[src/rtl/comp_nbs_pipe.sv]
// rtl/comp_nbs_pipe.sv - segmented MSB-first pipelined signed/unsigned comparator with valid/ready
// Optional result counters enabled by defining CMP_STATS_EN.
`timescale 1ns/1ps
module comp_nbs_pipe #(
  parameter int WIDTH = 32,
  parameter int SEG_W = 8,
  parameter int TAG_W = 4,
  parameter int CNT_W = 16
) (
  input  logic             clk,
  input  logic             resetn,
  input  logic             in_valid,
  output logic             in_ready,
  input  logic             sign,
  input  logic [WIDTH-1:0] op1,
  input  logic [WIDTH-1:0] op2,
  input  logic [TAG_W-1:0] in_tag,
  output logic             out_valid,
  input  logic             out_ready,
  output logic             eq,
  output logic             neq,
  output logic             grt,
  output logic             lss,
  output logic [TAG_W-1:0] out_tag
`ifdef CMP_STATS_EN
  ,
  input  logic             stat_clr,
  output logic [CNT_W-1:0] cnt_eq,
  output logic [CNT_W-1:0] cnt_grt,
  output logic [CNT_W-1:0] cnt_lss
`endif
);

  localparam int NSEG = WIDTH / SEG_W;

  if ((WIDTH % SEG_W) != 0 || NSEG < 1) begin : g_bad_width
    $error("comp_nbs_pipe: WIDTH must be a non-zero multiple of SEG_W");
  end
  if (CNT_W < 1) begin : g_bad_cnt
    $error("comp_nbs_pipe: CNT_W must be at least 1");
  end

  logic [NSEG-1:0]  v_q, v_d, gt_q, gt_d, lt_q, lt_d;
  logic [WIDTH-1:0] a_q [NSEG];
  logic [WIDTH-1:0] a_d [NSEG];
  logic [WIDTH-1:0] b_q [NSEG];
  logic [WIDTH-1:0] b_d [NSEG];
  logic [TAG_W-1:0] tag_q [NSEG];
  logic [TAG_W-1:0] tag_d [NSEG];
  logic             has_q, has_d;
  logic             adv;

  logic             cv, csg;
  logic [1:0]       cdec, res;
  logic [WIDTH-1:0] ca, cb;
  logic [TAG_W-1:0] ct;

  // A decided {gt,lt} pair passes through untouched; only stage 0 may compare signed.
  function automatic logic [1:0] seg_step(input logic [SEG_W-1:0] sa, input logic [SEG_W-1:0] sb,
                                          input logic sgn, input logic [1:0] dec);
    if (dec != 2'b00) return dec;
    if (sgn) return {$signed(sa) > $signed(sb), $signed(sa) < $signed(sb)};
    return {sa > sb, sa < sb};
  endfunction

  always_comb begin
    adv = !v_q[NSEG-1] || out_ready;
    for (int k = 0; k < NSEG; k++) begin
      int p;
      p = (k > 0) ? k - 1 : 0;
      if (k == 0) begin
        cv = in_valid; cdec = 2'b00; ca = op1; cb = op2; ct = in_tag; csg = sign;
      end else begin
        cv = v_q[p]; cdec = {gt_q[p], lt_q[p]}; ca = a_q[p]; cb = b_q[p]; ct = tag_q[p]; csg = 1'b0;
      end
      res    = seg_step(ca[WIDTH-1 -: SEG_W], cb[WIDTH-1 -: SEG_W], csg, cdec);
      v_d[k] = cv;
      a_d[k] = ca << SEG_W;
      b_d[k] = cb << SEG_W;
      // The output stage keeps the last reported result across bubbles.
      if (k == NSEG - 1 && !cv) begin
        gt_d[k] = gt_q[k]; lt_d[k] = lt_q[k]; tag_d[k] = tag_q[k];
      end else begin
        gt_d[k] = res[1]; lt_d[k] = res[0]; tag_d[k] = ct;
      end
    end
    has_d = has_q | v_d[NSEG-1];
  end

  always_ff @(posedge clk or negedge resetn) begin
    if (!resetn) begin
      v_q   <= '0;
      gt_q  <= '0;
      lt_q  <= '0;
      has_q <= 1'b0;
      for (int k = 0; k < NSEG; k++) begin
        a_q[k] <= '0; b_q[k] <= '0; tag_q[k] <= '0;
      end
    end else if (adv) begin
      v_q   <= v_d;
      gt_q  <= gt_d;
      lt_q  <= lt_d;
      has_q <= has_d;
      for (int k = 0; k < NSEG; k++) begin
        a_q[k] <= a_d[k]; b_q[k] <= b_d[k]; tag_q[k] <= tag_d[k];
      end
    end
  end

  assign in_ready  = adv;
  assign out_valid = v_q[NSEG-1];
  assign grt       = gt_q[NSEG-1];
  assign lss       = lt_q[NSEG-1];
  assign eq        = has_q & ~gt_q[NSEG-1] & ~lt_q[NSEG-1];
  assign neq       = has_q & (gt_q[NSEG-1] | lt_q[NSEG-1]);
  assign out_tag   = tag_q[NSEG-1];

`ifdef CMP_STATS_EN
  logic [CNT_W-1:0] cnt_eq_q, cnt_eq_d, cnt_grt_q, cnt_grt_d, cnt_lss_q, cnt_lss_d;
  logic             xfer;

  function automatic logic [CNT_W-1:0] sat_inc(input logic [CNT_W-1:0] c);
    return (c == '1) ? c : c + 1'b1;
  endfunction

  always_comb begin
    xfer      = out_valid & out_ready;
    cnt_eq_d  = cnt_eq_q;
    cnt_grt_d = cnt_grt_q;
    cnt_lss_d = cnt_lss_q;
    if (stat_clr) begin
      cnt_eq_d = '0; cnt_grt_d = '0; cnt_lss_d = '0;
    end else if (xfer) begin
      if (eq)  cnt_eq_d  = sat_inc(cnt_eq_q);
      if (grt) cnt_grt_d = sat_inc(cnt_grt_q);
      if (lss) cnt_lss_d = sat_inc(cnt_lss_q);
    end
  end

  always_ff @(posedge clk or negedge resetn) begin
    if (!resetn) begin
      cnt_eq_q <= '0; cnt_grt_q <= '0; cnt_lss_q <= '0;
    end else begin
      cnt_eq_q <= cnt_eq_d; cnt_grt_q <= cnt_grt_d; cnt_lss_q <= cnt_lss_d;
    end
  end

  assign cnt_eq  = cnt_eq_q;
  assign cnt_grt = cnt_grt_q;
  assign cnt_lss = cnt_lss_q;
`endif

endmodule

[config.mk]
export PLATFORM = sky130hd
export DESIGN_NAME = comp_nbs_pipe
export DESIGN_NICKNAME = d
export VERILOG_FILES = /design/src/rtl/comp_nbs_pipe.sv
export SDC_FILE = /design/constraint.sdc
export NUM_CORES = 1
export LEC_CHECK = 0
export CORE_UTILIZATION = 58
export DETAILED_ROUTE_END_ITERATION = 10
export PLACE_DENSITY = 0.89
export SKIP_LAST_GASP = 1
export SYNTH_ARGS = -nofsm -noshare
export SYNTH_HDL_FRONTEND = slang
export SYNTH_SLANG_ARGS = --single-unit
[constraint.sdc]
create_clock -name clk -period 3.2 [get_ports clk]
set_clock_uncertainty 0.1 [all_clocks]
set_input_delay 0.32 -clock clk [delete_from_list [all_inputs] [get_ports clk]]
set_output_delay 0.32 -clock clk [all_outputs]
set_load 0.02 [all_outputs]
==> impl_metrics.env <==
export IMPL_synthArstFlopShare_pct=100.0
export IMPL_cts_max_level=4
export IMPL_crit_arrival_ns=2.04
export IMPL_slew_headroom_pct=38.19
export IMPL_antenna_found_initial=0
export IMPL_yosysWarnings=0
export IMPL_crit_required_ns=2.78
export IMPL_holdWs_ns=0.2295
export IMPL_wl_per_cell_um=14.18
export IMPL_synth_seq_area_share_pct=56.91
export IMPL_syn_num_nets=714
export IMPL_die_w_um=99.35
export IMPL_track_usage_pct=25.92
export IMPL_synth_enable_flop_cells=0
export IMPL_gp_congestion=0.8018
export IMPL_synth_area_sq_mm=0.005497
export IMPL_placed_area_sq_mm=0.006377
export IMPL_hold_viol=0
export IMPL_initial_utilization_pct=59.77
export IMPL_max_vdd_ir_drop_mv=0.4913
export IMPL_antenna_cells=0
export IMPL_clkTransAtPathRegs_ns=0.05
export IMPL_synth_common_cells="nand2_1, dfrtp_1, inv_1"
export IMPL_ctsHoldBuffers=1
export IMPL_syn_area_per_cell_sq_um=9.025
export IMPL_crit_chain="nor2b_4, inv_4, clkdlybuf4s50_1"
export IMPL_fill_cells=584
export IMPL_cpMaxStageDelayCell="clkdlybuf4s50_1"
export IMPL_r2r_setup_slack_ns=1.23
export IMPL_dieHeight_um=99.35
export IMPL_core_sq_mm=0.009196
export IMPL_maxCapViolations=0
export IMPL_viasPerCell=5.219
export IMPL_outcome="completed"
export IMPL_dp_hpwl_mm=7.098
export IMPL_dp_cells=781
export IMPL_ant_nets=0
export IMPL_fmax_mhz=406.3
export IMPL_critPathMaxFanout=46
export IMPL_io_buffers=82
export IMPL_fp_row_count=35
export IMPL_final_max_slew_viol_count=0
export IMPL_num_vias=4238
export IMPL_cts_root_buf="clkbuf_8"
export IMPL_p_leak_nw=3.608
export IMPL_grt_max_degree=97
export IMPL_synth_top_area_share_pct=56.91
export IMPL_grt_pass1_wl_mm=19.61
export IMPL_setup_viol=0
export IMPL_yosysMostFrequentCell="nand2_1"
export IMPL_drive_above_1_share_pct=6.419
export IMPL_cts_max_path_buffers=2
export IMPL_post_cts_repair_setup_buffers=0
export IMPL_cts_tree="yes"
export IMPL_synth_seq_cells=125
export IMPL_yosysUniqueCellTypes=31
export IMPL_crit_path_end_kind="primary output"
export IMPL_min_period_ns=2.461
export IMPL_startpoint_type="flip-flop"
export IMPL_worstMarginPinSlew_ns=0.9271
export IMPL_synthToLayoutAreaGrowth_pct=27.09
export IMPL_overflow=0
export IMPL_dieArea_sq_mm=0.009870
export IMPL_synth_area_leaders="dfrtp_1, nand2_1, ha_1, o21ai_0, inv_1"
export IMPL_synth_cells=609
export IMPL_drt_iter0_markers=268
export IMPL_power_per_cell_area_mw_per_mm2=908.7
export IMPL_nNetsFinal=795
export IMPL_grt_pass1_vias=4288
export IMPL_routed_wirelength_mm=11.52
export IMPL_layout_cells_non_filler=812
export IMPL_drc_errors=0
export IMPL_io_pins=83
export IMPL_finalInstanceArea_sq_mm=0.006985
export IMPL_holdCritPathClass="in -> reg"
export IMPL_drtPass1Iterations=5
export IMPL_finalSetupTns_ns=0
export IMPL_ctsResizeCount=0
export IMPL_cts_buffers=17
export IMPL_max_stage_delay_ns=0.69
export IMPL_synth_top_area_cell="dfrtp_1"
export IMPL_rsz0062_at_grt="false"
export IMPL_clock_latency_ns=0.52
export IMPL_synthFlopType="dfrtp_1"
export IMPL_crit_type="reg -> out"
export IMPL_cts_num_sinks=125
export IMPL_min_period_over_period_pct=76.91
## worst max-delay path: cells and delay by family, from the launching register on
kind                   cells  cell delay, ns
buffers and inverters      2            1.02
and+or+nand+nor            1            0.14
DFF                        1            0.37
## path summary, 6_finish.rpt
check                      cells past startpoint   start        to
min                                            3  op1[8]   a_d[88]
max reg2reg                                    5  v_q[3]   gt_q[3]
min in group asynchronous                      2  resetn  b_q[125]
max in group asynchronous                      3  resetn   b_d[83]
min reg2reg                                    2   ct[0]     ct[0]
max                                            3  v_q[3]  in_ready
## stage by stage
step | util [%] | total power, mW | setup slack (ns)
after global placement | 69.35 | 4.220 | 0.8789
final | 75.96 | 6.348 | 0.7387
after detailed placement | 69.35 | 4.354 | 0.8653
after floorplan | - | 3.757 | 1.451
after global routing | 75.96 | 6.761 | 0.6524
after CTS | 75.96 | 6.381 | 0.7170
## report_power, final
group / internal [mW] / switching (mW)
clock: 1.28 / 0.645
combinational: 0.785 / 1.11
sequential: 2.19 / 0.345
total: 4.25 / 2.10
## flip-flops by register name, indices dropped and copies added (netlist names), 8 cells and up
name and flops:
ca 8, a_q 16, a_d 24, b_d 24
b_q 16, cb 8, tag_d 8
## final cells by class
cell class | count | area [sq um] | area share, %
clock buffer | 24 | 490.5 | 7.021
multi-input combinational | 423 | 2117 | 30.31
inverter | 34 | 130.1 | 1.863
timing repair buffer | 89 | 873.3 | 12.50
sequential | 125 | 3128 | 44.78
tap | 111 | 138.9 | 1.988
clock inverter | 6 | 107.6 | 1.540
## kinds of logic (layout without fill, tap and decap cells)
group | count (synthesis) | in the layout | synth area share [%]
XOR/XNOR | 1 | 1 | 0.1594
adder cells (fa/ha/maj) | 32 | 32 | 7.284
multiplexers | 5 | 5 | 1.024
flip-flops | 125 | 125 | 56.91
AND/OR/NAND/NOR | 325 | 325 | 23.63
buffers and inverters | 61 | 153 | 4.575
AO/OA/AOI/OAI | 60 | 60 | 6.419
## routing by layer
metal | track usage, % | vias to the layer above | routed length [um]
met2 | 45.35 | 119 | 6096
li1 | - | 2086 | -
met3 | 7.309 | 25 | 546
met5 | 0 | - | 0
met1 | 30.45 | 2008 | 4690
met4 | 9.842 | 0 | 184
## placed cells by master (no fill, tap or decap)
master	n
nand2b_1	2
a21o_1	7
nor2b_1	3
clkbuf_16	16
clkinvlp_4	1
dlygate4sd3_1	1
clkbuf_8	6
a22o_1	1
o21ai_0	32
o21a_1	1
o211ai_1	4
xor2_1	1
nand4_1	8
ha_1	32
and3_1	1
bufinv_16	3
nor2b_4	1
mux2_2	5
inv_4	1
or3b_2	1
nand2_4	1
clkdlybuf4s50_1	81
buf_4	7
a211oi_1	3
or3_1	3
clkbuf_1	2
nor2_1	9
dfrtp_1	125
a21oi_1	10
clkinv_2	2
nand3b_1	2
a211o_1	1
nand2_1	291
nor3_1	2
nor3b_1	1
a211oi_2	1
inv_1	33
Power figures use the tool's default switching activity.
